File: src/rtl/nrisc_control.sv
// nrisc_control: multi-cycle sequencer for the 8-bit nRisc core.
// Owns the PC and IR, fetches instruction bytes over a req/ack port, and steps each
// instruction through FETCH/DECODE/(IMM|EXEC|MEM)/WB. Any ack wait longer than
// ACK_TIMEOUT cycles parks the core in FAULT until reset.
module nrisc_control #(
  parameter logic [7:0]  PC_RESET    = 8'h00,
  parameter int unsigned ACK_TIMEOUT = 15
) (
  input  logic       clock,
  input  logic       reset,
  output logic       imem_req,
  output logic [7:0] imem_addr,
  input  logic [7:0] imem_rdata,
  input  logic       imem_ack,
  output logic [7:0] instr,
  output logic [7:0] imm,
  output logic [2:0] alu_op,
  input  logic       alu_zero,
  output logic       rf_we,
  output logic [1:0] rf_wsel,
  output logic       dmem_req,
  output logic       dmem_we,
  input  logic       dmem_ack,
  output logic [7:0] pc,
  output logic       halted,
  output logic       fault
);

  localparam int unsigned CntW = (ACK_TIMEOUT > 1) ? $clog2(ACK_TIMEOUT + 1) : 1;
  localparam logic [CntW-1:0] TimeoutCnt = CntW'(ACK_TIMEOUT);

  localparam logic [2:0] OpLw   = 3'd4;
  localparam logic [2:0] OpSw   = 3'd5;
  localparam logic [2:0] OpLi   = 3'd6;
  localparam logic [2:0] OpBeqz = 3'd7;

  localparam logic [2:0] AluAdd   = 3'd0;
  localparam logic [2:0] AluPassA = 3'd4;

  localparam logic [1:0] WselAlu = 2'd0;
  localparam logic [1:0] WselMem = 2'd1;
  localparam logic [1:0] WselImm = 2'd2;

  typedef enum logic [2:0] {
    StFetch, StDecode, StImm, StExec, StMem, StWb, StHalt, StFault
  } state_e;

  state_e          state_q, state_d;
  logic [7:0]      pc_q, pc_d;
  logic [7:0]      instr_q, instr_d;
  logic [7:0]      imm_q, imm_d;
  logic [CntW-1:0] wait_q, wait_d;

  logic [2:0] op;
  logic [1:0] rb;
  logic       is_halt;
  logic [2:0] alu_sel;
  logic [7:0] pc_inc;
  logic       timed_out;

  assign op      = instr_q[7:5];
  assign rb      = instr_q[1:0];
  // 8'hFF would otherwise decode as BEQZ; HALT wins.
  assign is_halt = (instr_q == 8'hFF);
  assign alu_sel = (op == OpBeqz) ? AluPassA : (op[2] == 1'b0) ? op : AluAdd;
  assign pc_inc  = pc_q + 8'd1;
  // ACK_TIMEOUT of zero disables the watchdog entirely.
  assign timed_out = (ACK_TIMEOUT != 0) && (wait_q == TimeoutCnt);

  // State, PC, IR, immediate and wait-counter registers.
  always_ff @(posedge clock or negedge reset) begin
    if (!reset) begin
      state_q <= StFetch;
      pc_q    <= PC_RESET;
      instr_q <= 8'h00;
      imm_q   <= 8'h00;
      wait_q  <= '0;
    end else begin
      state_q <= state_d;
      pc_q    <= pc_d;
      instr_q <= instr_d;
      imm_q   <= imm_d;
      wait_q  <= wait_d;
    end
  end

  // Next-state logic and per-state control outputs.
  always_comb begin
    state_d   = state_q;
    pc_d      = pc_q;
    instr_d   = instr_q;
    imm_d     = imm_q;
    wait_d    = wait_q;
    imem_req  = 1'b0;
    imem_addr = pc_q;
    dmem_req  = 1'b0;
    dmem_we   = 1'b0;
    rf_we     = 1'b0;
    rf_wsel   = WselAlu;
    alu_op    = AluAdd;

    unique case (state_q)
      StFetch: begin
        imem_req = 1'b1;
        if (imem_ack) begin
          instr_d = imem_rdata;
          state_d = StDecode;
        end else if (timed_out) begin
          state_d = StFault;
        end else begin
          wait_d = wait_q + 1'b1;
        end
      end
      StDecode: begin
        if (is_halt) begin
          state_d = StHalt;
        end else begin
          case (op)
            OpLi:       state_d = StImm;
            OpLw, OpSw: state_d = StMem;
            default:    state_d = StExec;
          endcase
        end
      end
      StImm: begin
        imem_req  = 1'b1;
        imem_addr = pc_inc;
        if (imem_ack) begin
          imm_d   = imem_rdata;
          state_d = StWb;
        end else if (timed_out) begin
          state_d = StFault;
        end else begin
          wait_d = wait_q + 1'b1;
        end
      end
      StExec: begin
        alu_op = alu_sel;
        if (op == OpBeqz) begin
          // Offset is rb sign-extended (-2..+1), relative to pc+1.
          pc_d    = alu_zero ? (pc_inc + {{6{rb[1]}}, rb}) : pc_inc;
          state_d = StFetch;
        end else begin
          state_d = StWb;
        end
      end
      StMem: begin
        dmem_req = 1'b1;
        dmem_we  = (op == OpSw);
        if (dmem_ack) begin
          if (op == OpSw) begin
            pc_d    = pc_inc;
            state_d = StFetch;
          end else begin
            state_d = StWb;
          end
        end else if (timed_out) begin
          state_d = StFault;
        end else begin
          wait_d = wait_q + 1'b1;
        end
      end
      StWb: begin
        rf_we   = 1'b1;
        alu_op  = alu_sel;
        rf_wsel = (op == OpLw) ? WselMem : (op == OpLi) ? WselImm : WselAlu;
        pc_d    = (op == OpLi) ? (pc_q + 8'd2) : pc_inc;
        state_d = StFetch;
      end
      StHalt, StFault: begin
      end
      default: begin
        state_d = StFault;
      end
    endcase

    if (state_d != state_q) begin
      wait_d = '0;
    end

    // Reset drops any in-flight request in the same cycle, not at the next edge.
    if (!reset) begin
      imem_req = 1'b0;
      dmem_req = 1'b0;
      dmem_we  = 1'b0;
      rf_we    = 1'b0;
    end
  end

  assign instr  = instr_q;
  assign imm    = imm_q;
  assign pc     = pc_q;
  assign halted = (state_q == StHalt);
  assign fault  = (state_q == StFault);

endmodule
File: config.mk
export PLATFORM = sky130hd
export DESIGN_NAME = nrisc_control
export DESIGN_NICKNAME = d
export VERILOG_FILES = /design/src/rtl/nrisc_control.sv
export SDC_FILE = /design/constraint.sdc
export NUM_CORES = 1
export LEC_CHECK = 0
export CORE_MARGIN = 3
export CORE_UTILIZATION = 45
export CTS_CLUSTER_DIAMETER = 120
export DETAILED_ROUTE_END_ITERATION = 8
export PLACE_DENSITY = 0.79
export SYNTH_ARGS = -nofsm -noshare
export SYNTH_HDL_FRONTEND = slang
export SYNTH_SLANG_ARGS = --single-unit
export TNS_END_PERCENT = 50
File: constraint.sdc
create_clock -name clock -period 2.7 [get_ports clock]
set_input_delay 0.405 -clock clock [delete_from_list [all_inputs] [get_ports clock]]
set_output_delay 0.405 -clock clock [all_outputs]
set_load 0.005 [all_outputs]
==> qor.yml, run 1 <==
critical_path:
  critPathMaxFanout: 6
  worst_setup_path_start_kind: "flip-flop"
  crit_arrival_ns: 2.17
  worst-r2r-cell-count: 10
  crit_required_ns: 2.30
  ff2ff_setup_slack_ns: 0.28
  critPathLaunch: "pc[2]"
  crit_path_end_kind: "output pin"
  timing.rr.start: "pc[2]"
  worstSetupPathType: "flip-flop to output pin"
placement:
  port_buffers: 55
  globalplace.congestion: 0.916
  placedCellCount: 394
  dp_hpwl_mm: 5.15
yosys:
  syn-num-nets: 296
  yosysWarnings: 0
  netlist_area_mm2: 0.00241
  avgSynthCellArea_um2: 8.86
  synthArstFlopShare_pct: 100
  ys.flop_type: "dfrtp_1"
  synth-compound-area-share_pct: 18.3
  synth_top_family_by_area: "simple AND/OR/NAND/NOR gates"
  ys_ff_latch: 31
  yosysUniqueCellTypes: 55
  synth.area.mux_share_pct: 9.55
  synthXorXnorAreaFrac_pct: 8.00
  synthSimpleGateAreaFrac_pct: 20.0
  syn-instance-count: 272
  synth_edf_count: 0
  synthAdderAreaFrac_pct: 6.02
  ys_seq_area_share_pct: 32.2
die:
  rows: 26
  die_area_mm2: 0.00627
  initial_core_util_pct: 46.9
  die_h_um: 79.2
  core_area_mm2: 0.00514
  die_x_um: 79.2
  pin_count: 56
finish:
  drive_above_1_share_pct: 17.5
  n_fill_cell: 460
  final_cell_mix: "clkdlybuf4s50_1, dfrtp_1, nand2_1"
  area_delta_synth_final_pct: 32.3
  final_common_cell: "clkdlybuf4s50_1"
  stdcell_count: 402
  nNetsFinal: 355
  antenna_cells: 0
timing:
  max_freq_ghz: 0.388
  setup-violations-final: 0
  worst_pin_slew_ns: 0.502
  hold_viol: 0
  rsz0062_at_grt: "false"
  min_period_ns: 2.58
  finalCritPeriodShare_pct: 95.4
  fin_setup_tns_ns: 0
  slew_headroom_pct: 66.1
  fin_skew_ns: 0.00754
  slew_viol_final: 0
global_routing:
  grt_pass1_wl_mm: 11.4
  antenna_found_initial: 0
  grt_max_degree: 29
  grt_pass1_vias: 2300
  overflow: 0
  grt_usage_pct: 22.9
power:
  peakVddDrop_v: 0.000233
  leakagePower_uw: 0.00138
  power_density_mw_per_mm2: 285
status:
  status: "complete, no violations"
routing:
  wl_mm: 6.82
  ant_nets: 0
  wire_per_inst_um: 17.0
  dr.pass1.iters: 4
  drt_iter0_markers: 315
  dr_total_vias: 2302
  drc_errors: 0
  via_per_inst: 5.73
clock_network:
  clkSinkCount: 31
  clkTransAtPathRegs_ns: 0.08
  cts_tree: "yes"
  cts_buffers: 5
  htree_levels: 2
  max-clock-path-buffers: 2
  post-cts-setup-buffers: 0
  cts_root_buffer: "clkbuf_8"
  insertion_delay_ns: 0.29
job:
  maxCapViolations: 0
min_path:
  hold_class: "input pin to asynchronous set/reset pin"
-- logic make-up after synthesis --
| logic type | after synthesis |
|---|---|
| AND/OR/NAND/NOR | 91 |
| adder cells (fa/ha/maj) | 11 |
| multiplexers | 21 |
| flip-flops | 31 |
| buffers and inverters | 29 |
| AO/OA/AOI/OAI | 67 |
| XOR/XNOR | 22 |
-- report_power, final --
group,internal (uW),switching [uW]
clock network,184,202
logic,26.6,29.4
registers,465,0.505
-- sequential cells by signal (all words and copies together), names as in the netlist --
register	flops
pc	8
imm	8
instr	8
state_q	3
wait_q	4
-- through the flow --
| stage | utilization [%] | worst slack, ns | hold slack [ns] | total power (uW) | area (um2) |
|---|---|---|---|---|---|
| 2_1_floorplan | - | 0.269 | 0.109 | 491 | 2410 |
| 3_5_place_dp | 59.7 | 0.170 | 0.495 | 531 | 3070 |
| 4_1_cts | 61.6 | 0.0567 | 0.458 | 918 | 3160 |
| 5_1_grt | 62.0 | 0.00124 | 0.451 | 936 | 3190 |
| 6_report | 62.0 | 0.123 | 0.433 | 908 | 3190 |
| 3_3_place_gp | 59.7 | 0.257 | 0.492 | 530 | 3070 |
-- final timing paths --
check | to
setup / recovery | imem_addr[7]
min in group clock | imm[7]
hold reg to reg | imm[7]
hold / removal | state_q[1]
max in group asynchronous | pc[4]
setup reg to reg | pc[7]
-- per-layer routing --
layer | global-route usage (%) | vias up | wire (um)
met2 | 36.7 | 89 | 3230
met5 | 0 | - | 0
li1 | - | 1102 | -
met4 | 7.56 | 0 | 119
met1 | 31.1 | 1099 | 3090
met3 | 4.08 | 12 | 372
-- synth_stat cells, types with 2 or more instances --
cell type	instances	area (um2)
o21bai_1	3	22.5
nor4b_1	2	17.5
nand3_1	9	45.0
a21o_1	4	30.0
o21ai_0	17	85.1
a31oi_1	4	25.0
o22ai_1	2	12.5
dfrtp_1	31	776
ha_1	10	125
buf_2	6	30.0
and2_1	2	12.5
xor2_1	10	87.6
nand4_1	4	25.0
nor3b_1	2	15.0
nand2b_1	2	12.5
inv_1	7	26.3
nor3_1	11	55.1
mux2_2	16	180
a21oi_1	16	80.1
buf_6	3	33.8
clkbuf_1	10	37.5
and4b_1	2	20.0
nand2_1	20	75.1
o32ai_1	2	17.5
mux2i_1	5	50.1
nor2_1	19	71.3
xnor2_1	12	105
and3_1	7	43.8
o31ai_1	4	30.0
nor4_1	3	18.8
o211ai_1	2	15.0
o21ai_1	2	10.0
-- what timing repair did --
| item | 4_1_cts | 5_1_grt |
|---|---|---|
| hold endpoints to repair | 0 | 0 |
| gates resized for setup | 0 | 8 |
| setup endpoints to repair | 0 | 2 |
| hold buffers | 0 | 0 |
-- final cells by class --
type / instances / area, um2 / share of cell area [%]
Inverter: 8 / 30.0 / 0.942
Tap cell: 70 / 87.6 / 2.75
Clock buffer: 5 / 68.8 / 2.16
Clock inverter: 3 / 25.0 / 0.785
Sequential cell: 31 / 778 / 24.4
Multi-Input combinational cell: 212 / 1510 / 47.5
Timing Repair Buffer: 73 / 686 / 21.5
-- critical path, stage by stage (launching register included) --
cell and delay [ns]:
dfrtp_1 0.46, ha_2 0.30, nand4_1 0.22, nor2_2 0.21, xor2_1 0.17, clkdlybuf4s50_1 0.52
(Power assumes the default switching activity.)
==> run 2: changes to the inputs <==
--- a/config.mk
+++ b/config.mk
@@ -9,7 +9,9 @@
 export CORE_UTILIZATION = 45
 export CTS_CLUSTER_DIAMETER = 120
 export DETAILED_ROUTE_END_ITERATION = 8
+export HOLD_SLACK_MARGIN = 0.15
 export PLACE_DENSITY = 0.79
+export REMOVE_ABC_BUFFERS = 1
 export SYNTH_ARGS = -nofsm -noshare
 export SYNTH_HDL_FRONTEND = slang
 export SYNTH_SLANG_ARGS = --single-unit
==> qor.yml, run 2 (synthesis gave the netlist of run 1 again) <==
routing:
  ant_nets: 0
  wl_mm: 6.64
  dr_total_vias: 2304
  drc_errors: 0
  dr.pass1.iters: 5
  via_per_inst: 5.75
  wl_met2_mm: 3.25
  wl_met3_um: 424
  highest_layer: "met4"
  drt_iter0_markers: 222
  met1_length_mm: 2.86
  wire_per_inst_um: 16.6
timing:
  setup-violations-final: 0
  hold_viol: 0
  worst_slack_ns: 0.0833
  fin_skew_ns: 0.00380
  fin_setup_tns_ns: 0
  rsz0062_at_grt: "false"
  max_freq_ghz: 0.382
  min_period_ns: 2.62
  slew_headroom_pct: 67.5
  worst_pin_slew_ns: 0.480
  slew_viol_final: 0
  finalCritPeriodShare_pct: 96.9
critical_path:
  crit_arrival_ns: 2.21
  crit_required_ns: 2.30
  crit_path_end_kind: "output pin"
  critPathMaxFanout: 5
  worst_setup_path_start_kind: "flip-flop"
  worstSetupPathType: "flip-flop to output pin"
clock_network:
  insertion_delay_ns: 0.28
  cts_tree: "yes"
  clkTransAtPathRegs_ns: 0.06
  cts_root_buffer: "clkbuf_8"
  htree_levels: 2
  max-clock-path-buffers: 2
  cts.hold.buffers_added: 0
  cts_resized: 0
  cts_buffers: 5
  clkSinkCount: 31
  post-cts-setup-buffers: 0
min_path:
  hold_class: "input pin to asynchronous set/reset pin"
die:
  initial_core_util_pct: 46.9
  core_area_mm2: 0.00514
  die_area_mm2: 0.00627
  die_x_um: 79.2
  pin_count: 56
  die_h_um: 79.2
  rows: 26
global_routing:
  antenna_found_initial: 0
  grt_max_degree: 29
  grt_pass1_vias: 2189
  grt_usage_pct: 21.9
  grt_pass1_wl_mm: 10.8
  overflow: 0
status:
  status: "complete, no violations"
finish:
  drive_above_1_share_pct: 15.7
  n_fill_cell: 466
  area_delta_synth_final_pct: 31.7
  final_cell_mix: "clkdlybuf4s50_1, dfrtp_1, nand2_1"
  antenna_cells: 0
  nNetsFinal: 355
  final_common_cell: "clkdlybuf4s50_1"
placement:
  port_buffers: 55
  pre_cts_ws_ns: 0.126
  globalplace.congestion: 0.929
  dp_hpwl_mm: 5.05
power:
  peakVddDrop_v: 0.000277
  leakagePower_uw: 0.00138
  power_density_mw_per_mm2: 280
job:
  maxCapViolations: 0
run 2: cell type report:
class,count,area (um2),area share (%)
clock buffer,6,82.6,2.60
clock inverter,1,5.00,0.158
inverter,8,30.0,0.946
multi-input combinational,212,1510,47.5
sequential,31,777,24.5
tap,70,87.6,2.76
timing repair buffer,73,686,21.6
run 2: metrics by stage:
step                total power, uW  utilization, %  hold WS [ns]  instance area [um2]  instances
floorplan                       487               -         0.109                 2300        251
global placement                530            59.7         0.492                 3070        394
detailed placement              531            59.7         0.499                 3070        394
CTS                             899            61.4         0.428                 3160        401
global route                    922            61.8         0.440                 3170        401
finish                          888            61.8         0.433                 3170        401
run 2: worst paths after layout:
path | start | to | slack [ns] | cells after the start
max in group asynchronous | reset | pc[1] | 1.71 | 3
worst max register to register | pc[1] | pc[7] | 0.21 | 11
worst max-delay path | state_q[0] | imem_addr[4] | 0.08 | 5
worst min register to register | imm[1] | imm[1] | 0.51 | 1
worst min-delay path | reset | state_q[1] | 0.43 | 2
min in group clock | imm[1] | imm[1] | 0.51 | 1
run 2: worst max-delay path, cell delays in order, from the launching register on:
cell and delay (ns):
dfrtp_1 0.44, nor2_1 0.29, nand2_1 0.23, nor3_1 0.28, xor2_1 0.17, clkdlybuf4s50_1 0.52
run 2: per-layer routing:
metal,global-route usage [%],up-vias
met5,0,-
met4,7.90,0
met3,4.99,12
met2,35.3,112
met1,28.9,1080
li1,-,1100
run 2: power by group:
group / switching (uW) / internal, uW / total, uW
clock network: 166 / 200 / 366
registers: 1.28 / 465 / 467
logic: 29.1 / 26.6 / 55.7
